===== src/rtl/imm_decode_stage.sv =====
// imm_decode_stage
// Registered immediate-generation stage sitting between fetch and decode/issue.
// Each beat carries LANES instructions. Every valid lane is decoded into an
// XLEN-bit immediate plus a 3-bit format tag. The result is registered into an
// output register (OUT) that is backed by one skid register (SKID).
//
// Handshake contract, the same on both sides:
//   a beat moves across an interface on a rising clk_i edge where valid and
//   ready are both high. valid may only be withdrawn after that transfer, and
//   the payload must not change while valid is high and ready is low.
//
// ready_o is driven straight from the SKID occupancy flag. Because of that,
// ready_i never reaches ready_o through combinational logic.
module imm_decode_stage #(
  parameter int XLEN  = 32,
  parameter int LANES = 1
) (
  input  logic                  clk_i,
  input  logic                  rst_i,
  input  logic                  flush_i,
  input  logic                  valid_i,
  output logic                  ready_o,
  input  logic [LANES*32-1:0]   instr_i,
  input  logic [LANES-1:0]      lane_valid_i,
  output logic                  valid_o,
  input  logic                  ready_i,
  output logic [LANES*XLEN-1:0] imm_o,
  output logic [LANES*3-1:0]    fmt_o,
  output logic [LANES-1:0]      lane_valid_o
);

  // Major opcodes, instr[6:0]
  localparam logic [6:0] OPC_LUI     = 7'b0110111;
  localparam logic [6:0] OPC_AUIPC   = 7'b0010111;
  localparam logic [6:0] OPC_OP_IMM  = 7'b0010011;
  localparam logic [6:0] OPC_IMM_32  = 7'b0011011;
  localparam logic [6:0] OPC_LOAD    = 7'b0000011;
  localparam logic [6:0] OPC_STORE   = 7'b0100011;
  localparam logic [6:0] OPC_BRANCH  = 7'b1100011;
  localparam logic [6:0] OPC_JAL     = 7'b1101111;
  localparam logic [6:0] OPC_JALR    = 7'b1100111;
  localparam logic [6:0] OPC_SYSTEM  = 7'b1110011;

  // Format tags. Code 7 is reserved and is never produced.
  localparam logic [2:0] FMT_NONE = 3'd0;
  localparam logic [2:0] FMT_I    = 3'd1;
  localparam logic [2:0] FMT_S    = 3'd2;
  localparam logic [2:0] FMT_B    = 3'd3;
  localparam logic [2:0] FMT_U    = 3'd4;
  localparam logic [2:0] FMT_J    = 3'd5;
  localparam logic [2:0] FMT_Z    = 3'd6;

  // A beat as it is stored in OUT or SKID
  typedef struct packed {
    logic [LANES-1:0][XLEN-1:0] imm;
    logic [LANES-1:0][2:0]      fmt;
    logic [LANES-1:0]           lv;
  } beat_t;

  // Select the format tag from the opcode. OP-IMM-32 only exists on RV64.
  function automatic logic [2:0] lane_fmt(input logic [31:0] ins);
    logic [2:0] f;
    f = FMT_NONE;
    case (ins[6:0])
      OPC_LUI, OPC_AUIPC:              f = FMT_U;
      OPC_OP_IMM, OPC_LOAD, OPC_JALR:  f = FMT_I;
      OPC_IMM_32:                      f = (XLEN == 64) ? FMT_I : FMT_NONE;
      OPC_STORE:                       f = FMT_S;
      OPC_BRANCH:                      f = FMT_B;
      OPC_JAL:                         f = FMT_J;
      OPC_SYSTEM:                      f = ins[14] ? FMT_Z : FMT_NONE;
      default:                         f = FMT_NONE;
    endcase
    return f;
  endfunction

  // Build the 32-bit immediate, then sign-extend it to XLEN.
  // For every format the sign sits at bit 31 of that 32-bit value. This also
  // covers U on RV64 (bit 31 is replicated up to bit 63) and Z (the upper
  // bits are zero, so extending them keeps zero).
  function automatic logic [XLEN-1:0] lane_imm(input logic [31:0] ins,
                                               input logic [2:0]  f);
    logic [31:0] raw;
    raw = '0;
    case (f)
      FMT_I: raw = {{20{ins[31]}}, ins[31:20]};
      FMT_S: raw = {{20{ins[31]}}, ins[31:25], ins[11:7]};
      FMT_B: raw = {{19{ins[31]}}, ins[31], ins[7], ins[30:25], ins[11:8], 1'b0};
      FMT_U: raw = {ins[31:12], 12'b0};
      FMT_J: raw = {{11{ins[31]}}, ins[31], ins[19:12], ins[20], ins[30:21], 1'b0};
      FMT_Z: raw = {27'b0, ins[19:15]};
      default: raw = '0;
    endcase
    return XLEN'($signed(raw));
  endfunction

  beat_t dec;
  beat_t out_q;
  beat_t skid_q;
  logic  out_valid_q;
  logic  skid_valid_q;
  logic  in_fire;
  logic  out_fire;

  // Decode every lane of the incoming beat. Masked-off lanes stay at zero/NONE.
  always_comb begin
    dec    = '0;
    dec.lv = lane_valid_i;
    for (int k = 0; k < LANES; k++) begin
      if (lane_valid_i[k]) begin
        dec.fmt[k] = lane_fmt(instr_i[32*k +: 32]);
        dec.imm[k] = lane_imm(instr_i[32*k +: 32], lane_fmt(instr_i[32*k +: 32]));
      end
    end
  end

  assign ready_o  = !skid_valid_q;
  assign in_fire  = valid_i && ready_o;
  assign out_fire = out_valid_q && ready_i;

  // Track OUT/SKID occupancy. An entry that is empty always holds zeros.
  // SKID only fills while OUT is stalled, so SKID always has the younger beat.
  always_ff @(posedge clk_i) begin
    if (rst_i || flush_i) begin
      out_q        <= '0;
      skid_q       <= '0;
      out_valid_q  <= 1'b0;
      skid_valid_q <= 1'b0;
    end else if (skid_valid_q) begin
      // Input is blocked here (ready_o=0). Only a drain of OUT is possible.
      if (out_fire) begin
        out_q        <= skid_q;
        skid_q       <= '0;
        skid_valid_q <= 1'b0;
      end
    end else if (!out_valid_q) begin
      if (in_fire) begin
        out_q       <= dec;
        out_valid_q <= 1'b1;
      end
    end else if (out_fire) begin
      if (in_fire) begin
        out_q <= dec;
      end else begin
        out_q       <= '0;
        out_valid_q <= 1'b0;
      end
    end else if (in_fire) begin
      skid_q       <= dec;
      skid_valid_q <= 1'b1;
    end
  end

  assign valid_o      = out_valid_q;
  assign imm_o        = out_q.imm;
  assign fmt_o        = out_q.fmt;
  assign lane_valid_o = out_q.lv;

endmodule


===== config.mk =====
export PLATFORM = sky130hd
export DESIGN_NAME = imm_decode_stage
export DESIGN_NICKNAME = d
export VERILOG_FILES = /design/src/rtl/imm_decode_stage.sv
export SDC_FILE = /design/constraint.sdc
export NUM_CORES = 1
export LEC_CHECK = 0
export BUFFER_PORTS_ARGS = -buffer_cell sky130_fd_sc_hd__buf_4
export CORE_MARGIN = 2
export CORE_UTILIZATION = 54
export DETAILED_ROUTE_END_ITERATION = 16
export PLACE_DENSITY = 0.84
export SYNTH_ARGS = -nofsm -noshare
export SYNTH_HDL_FRONTEND = slang
export SYNTH_SLANG_ARGS = --single-unit

===== constraint.sdc =====
create_clock -name clk_i -period 2.2 [get_ports clk_i]
set_clock_uncertainty 0.05 [all_clocks]
set_input_delay 0.44 -clock clk_i [delete_from_list [all_inputs] [get_ports clk_i]]
set_output_delay 0.44 -clock clk_i [all_outputs]
set_load 0.005 [all_outputs]

Word-level counts from Yosys, hierarchy flattened

Cells that the tools add are included.

Input bits: 38
Word-level logic and storage cells: 59
Output and inout bits: 38
Register bits: 74

Reductions and logical operators: 11
Eq/ne operators: 18
Muxes and demuxes: 22

Operators by type and width:

| kind                                                                    | count |
|---|---|
| 36-bit 2-to-1 mux                                                       | 10 |
| 32-bit case mux with 6 select lines                                     | 1 |
| 35-bit 2-to-1 mux                                                       | 1 |
| 7-bit equality test, second input constant                              | 4 |
| 3-bit case mux with 6 select lines                                      | 1 |
| 7-bit by 5-bit equality test with 1-bit output, second input constant   | 2 |
| 7-bit by 6-bit equality test with 1-bit output, second input constant   | 2 |
| 3-bit equality test, second input constant                              | 3 |
| 7-bit by 2-bit equality test with 1-bit output, second input constant   | 1 |
| 1-bit 2-to-1 mux                                                        | 7 |
| 3-bit by 2-bit equality test with 1-bit output, second input constant   | 2 |
| 3-bit 2-to-1 mux                                                        | 2 |
| 2-bit by 1-bit inequality test with 1-bit output, second input constant | 2 |
| 4-bit AND reduction                                                     | 1 |
| 2-bit nonzero test                                                      | 2 |
| 3-bit by 1-bit equality test with 1-bit output, second input constant   | 1 |
| 3-bit AND reduction                                                     | 1 |
| 3-bit nonzero test                                                      | 1 |
| 3-bit OR reduction                                                      | 1 |
| 1-bit logical AND                                                       | 2 |
| 2-bit inequality test, second input constant                            | 1 |
| 2-bit OR reduction                                                      | 1 |
| 1-bit logical NOT                                                       | 1 |
| 1-bit logical OR                                                        | 1 |

Depth between registers and ports, before layout

Word-level depth: 11
Gate-level depth with buffers: 7
Gate-level depth less buffers: 5

Worst setup path before layout

Ideal clock, no wire load.

Path kind: input -> register
Start point: input port instr_i[1]
End point: register skid_q[24] (netlist name)
Library setup time: 67 ps
Arrival: 1708 ps
Slack: 376 ps
Stages on the path: 7
Required time: 2083 ps
Path through: and2_4 buf_8 nand2_2 or4b_4 buf_6 a21o_1 a21oi_2

Cells in the longest elaborated chain, start to end: 11
Elaborated cells on any way between the ends: 25

RTL lines:

| element                                                                      | line | text |
|---|---|---|
| start: declaration                                                           | 23   | `input logic [LANES*32-1:0] instr_i,` |
| 7-bit by 5-bit equality test with 1-bit output, or another cell as far along | 64   | `case (ins[6:0])` |
| 3-bit OR reduction or 2-bit OR reduction (tied branches)                     | 64   |  |
| 3-bit case mux with 6 select lines *                                         | 64   |  |
| 3-bit 2-to-1 mux *                                                           | 110  | `if (lane_valid_i[k]) begin` |
| 3-bit equality test, or another cell as far along                            | 85   | `case (f)` |
| 32-bit case mux with 6 select lines *                                        | 85   |  |
| 35-bit 2-to-1 mux *                                                          | 110  |  |
| 36-bit 2-to-1 mux *                                                          | 148  | `end else if (in_fire) begin` |
| 36-bit 2-to-1 mux *                                                          | 141  | `end else if (out_fire) begin` |
| 36-bit 2-to-1 mux *                                                          | 136  | `end else if (!out_valid_q) begin` |
| 36-bit 2-to-1 mux *                                                          | 129  | `end else if (skid_valid_q) begin` |
| end signal: assignment                                                       | 126  | `skid_q <= '0;` |
| end signal: assignment                                                       | 133  | `skid_q <= '0;` |
| end signal: assignment                                                       | 149  | `skid_q <= dec;` |
| end: declaration                                                             | 99   | `beat_t skid_q;` |

Every way passes the cells marked *; elsewhere a longest branch is shown, timed or not. The select of a mux whose other input is x is not followed.
A chain may end at the register's enable or synchronous reset.

Worst setup path after layout

Start point: register skid_valid_q
End point: register out_q (netlist bit imm_o[17])

Cells in the longest elaborated chain, start to end: 6
Elaborated cells on any way between the ends: 9

RTL lines:

| element                  | line | text |
|---|---|---|
| start: declaration       | 101  | `logic skid_valid_q;` |
| start signal: assignment | 128  | `skid_valid_q <= 1'b0;` |
| start signal: assignment | 134  | `skid_valid_q <= 1'b0;` |
| start signal: assignment | 150  | `skid_valid_q <= 1'b1;` |
| 1-bit logical NOT        | 117  | `assign ready_o = !skid_valid_q;` |
| 1-bit logical AND        | 118  | `assign in_fire = valid_i && ready_o;` |
| 36-bit 2-to-1 mux        | 142  | `if (in_fire) begin` |
| 36-bit 2-to-1 mux        | 141  |  |
| 36-bit 2-to-1 mux        | 136  |  |
| 36-bit 2-to-1 mux        | 129  |  |
| end signal: assignment   | 132  | `out_q <= skid_q;` |
| end: declaration         | 98   | `beat_t out_q;` |

Parallel ways exist; a longest one is shown, timed or not. The select of a mux whose other input is x is not followed.

==> metrics.md <==
| Metric | Value |
|---|---|
| Status | `completed` |
| Final antenna-violating net count | `0` |
| PwrDens | `654 nW/um2` |
| Max frequency | `499 MHz` |
| Pin count of the biggest net entering global routing | `40` |
| Clk Latency, worst-skew pair | `0.35 ns` |
| Drt pass-1 iters | `5` |
| Post-CTS setup buffer count | `0` |
| Setup crit end kind | `flop` |
| Initial Util | `55.2%` |
| Slowest CP cell | `a21boi_1` |
| Post-synth top flop | `dfxtp_1` |
| Synth Register Bits | `74` |
| Post-synthesis sequential area ratio | `42.5%` |
| Sw Pwr | `737 uW` |
| Reg power frac | `49.4%` |
| Max incr delay on CP | `between 0.5 and 0.6 ns` |
| Post-CTS Hold Fix Bufs | `0` |
| Sw frac | `a little over a quarter` |
| # DRC | `0` |
| # port buffers | `75` |
| Die area | `7110 um2` |
| GRT Total Usage | `27.7%` |
| Cts repair resizes | `0` |
| CP bufs+invs | `2` |
| Clock Sinks | `74` |
| Relative slew slack | `about half` |
| WS Path Type | `reg2reg` |
| DRT iter0 DRCs | `240` |
| Nets | `506` |
| Ratio of cells with drive above 1 in the final layout | `29.6%` |
| Worst Hold Class | `in2reg` |
| Vias per cell | `approximately 6.2` |
| Most frequent cell after synthesis | `dfxtp_1` |
| Clock tree buffer depth | `2` |
| Comb power frac | `11.8%` |
| Final hold vios | `0` |
| Area Overhead vs Synth | `22.8%` |
| Post-synth cell types | `45` |
| Startpoint Class | `flop` |
| Syn nets | `443` |
| Slew @ Worst Pin | `a little under 0.8 ns` |
| Synthesis Warnings | `0` |
| Final Max Slew Viols | `0` |
| Async SR Flop Fraction | `0%` |
| Clock root buffer | `clkbuf_8` |
| Instance area at placement | `between 4000 and 5000 um2` |
| H-tree levels | `3` |
| Total of max-cap violations | `0` |
| Drt wl/cell | `18.1 um` |
| Crit path top cell by count | `buf_4` |
| Die Height | `approximately 84 um` |
| CTS Buf Count | `9` |
| Reg2reg setup slack | `0.19 ns` |
| Synth top area share | `42.5%` |
| Row cnt | `29` |
| Gate Count Post-Synth | `just over 400` |
| Crit path max fanout | `18` |
| Tcrit/Tclk final | `slightly above 90%` |
| Antenna Cells | `0` |
| First-pass GRT wire length | `15900 um` |
| Core ar. | `6310 um2` |
| GPL Wtd Cong | `~0.9` |
| CTS tree | `built` |
| Routed WL | `9960 um` |
| Via count | `3436` |
| Reg clk slew, reported paths | `0.08 ns` |
| CP cell instances | `buf_4, nand2b_1, a21oi_2, buf_4, a21boi_1, a21oi_1` |
| CP required | `between 2 and 2.5 ns` |
| Vias in the first global route | `between 3k and 4k` |
| Avg Inst Size Synth | `about 8.6 um2` |
| I/O pins | `76` |
| Initial antenna violation count | `0` |
| Clock power frac | `38.7%` |
| Die X | `~84 um` |
| Dpl hpwl | `approximately 6900 um` |
| Post-route cell area | `4280 um2` |
| Dominant cell type by area after synthesis | `dfxtp_1` |
| Top delay family on crit path | `compound AO/OA/AOI/OAI gates` |
| Post-synth top cells | `dfxtp_1, nand2_1, a21oi_1` |
| Global route total overflow | `0` |
| Main area contributors after synthesis | `dfxtp_1, a21oi_1, a21oi_2` |
| Unrepaired setup endpoints after global routing | `no` |
| Lkg Pwr | `1.55 nW` |
| Critical Path AT | `2.16 ns` |
| Min cycle time layout | `2.01 ns` |
| P_int | `2.06 mW` |
| Peak supply drop | `around 540 uV` |
| Post-synth EDFFs | `0` |
| Hold slack | `0.283 ns` |
| Final setup fails | `0` |
| Post-Syn Area | `3490 um2` |
## state kept, by name (all words and copies together) (netlist names)
name	cells
skid_q	36
imm_o	32
fmt_o	3
lane_valid_o	1
skid_valid_q	1
valid_o	1
## cell families (layout without fill, tap and decap cells)
family	Yosys count	count (layout)	synth area share (%)
DFF	74	74	42.5
AOI/OAI and AO/OA	184	184	37.0
buffers and inverters	44	112	5.96
and+or+nand+nor	103	103	14.5
## layout make-up
class                           instances  area (um2)
Timing Repair Buffer                   90         676
Inverter                                6        22.5
Fill cell                             523        2030
Tap cell                               77        96.3
Clock buffer                           10         138
Sequential cell                        74        1480
Clock inverter                          6        65.1
Multi-Input combinational cell        287        1800
## stage by stage
stage	TNS, ns	power, mW	setup slack [ns]	util [%]	std cells
final	0	2.80	0.194	67.8	550
after global routing	0	2.89	0.0405	67.8	550
after CTS	0	2.81	0.110	67.8	550
after detailed placement	-0.116	1.74	-0.0272	64.5	534
after global placement	0	1.73	0.0401	64.5	534
after floorplan	0	1.58	0.376	-	405
## layout by cell type (no fill, tap or decap), types with 2 or more instances in the layout
cell,instances
a211oi_1,2
a21o_1,12
a21oi_1,45
a21oi_2,23
a221o_1,8
a22oi_1,17
a31oi_1,7
a32o_1,5
a32oi_1,12
and2_1,2
buf_4,90
clkbuf_8,10
clkinv_2,2
dfxtp_1,74
inv_1,6
nand2_1,48
nand2b_1,2
nand3_1,5
nand4_1,4
nand4b_1,3
nor2_1,18
nor2b_1,6
o21ai_0,35
o221a_1,9
o221a_2,2
o2bb2ai_1,4
or2_2,2
## path summary, 6_finish.rpt
kind / start / to / cells past startpoint
hold reg to reg: skid_q[15]$_SDFFE_PP0P_ / skid_q[15]$_SDFFE_PP0P_ / 2
setup reg to reg: skid_valid_q$_SDFF_PP0_ / imm_o[17]$_SDFFE_PP0P_ / 6
hold / removal: instr_i[12] / skid_q[16]$_SDFFE_PP0P_ / 2
setup / recovery: skid_valid_q$_SDFF_PP0_ / imm_o[17]$_SDFFE_PP0P_ / 6
## routing by layer
metal	part of all wire [%]	track usage, %	up-vias	wire, um
met3	7.3	5.31	14	723
met1	41	35.7	1626	4120
li1	-	-	1633	-
met2	50	47.2	163	4990
met5	0	0	-	0
met4	1.3	8.37	0	127
## power groups by stage
stage	Clock [mW]	Sequential [mW]	Combinational (mW)
after CTS	1.10	1.38	0.328
final	1.09	1.38	0.332
after floorplan	0	1.41	0.169
after global routing	1.14	1.39	0.360
after detailed placement	0	1.42	0.326
after global placement	0	1.42	0.317
No activity file was read; power rests on OpenSTA's default activity.
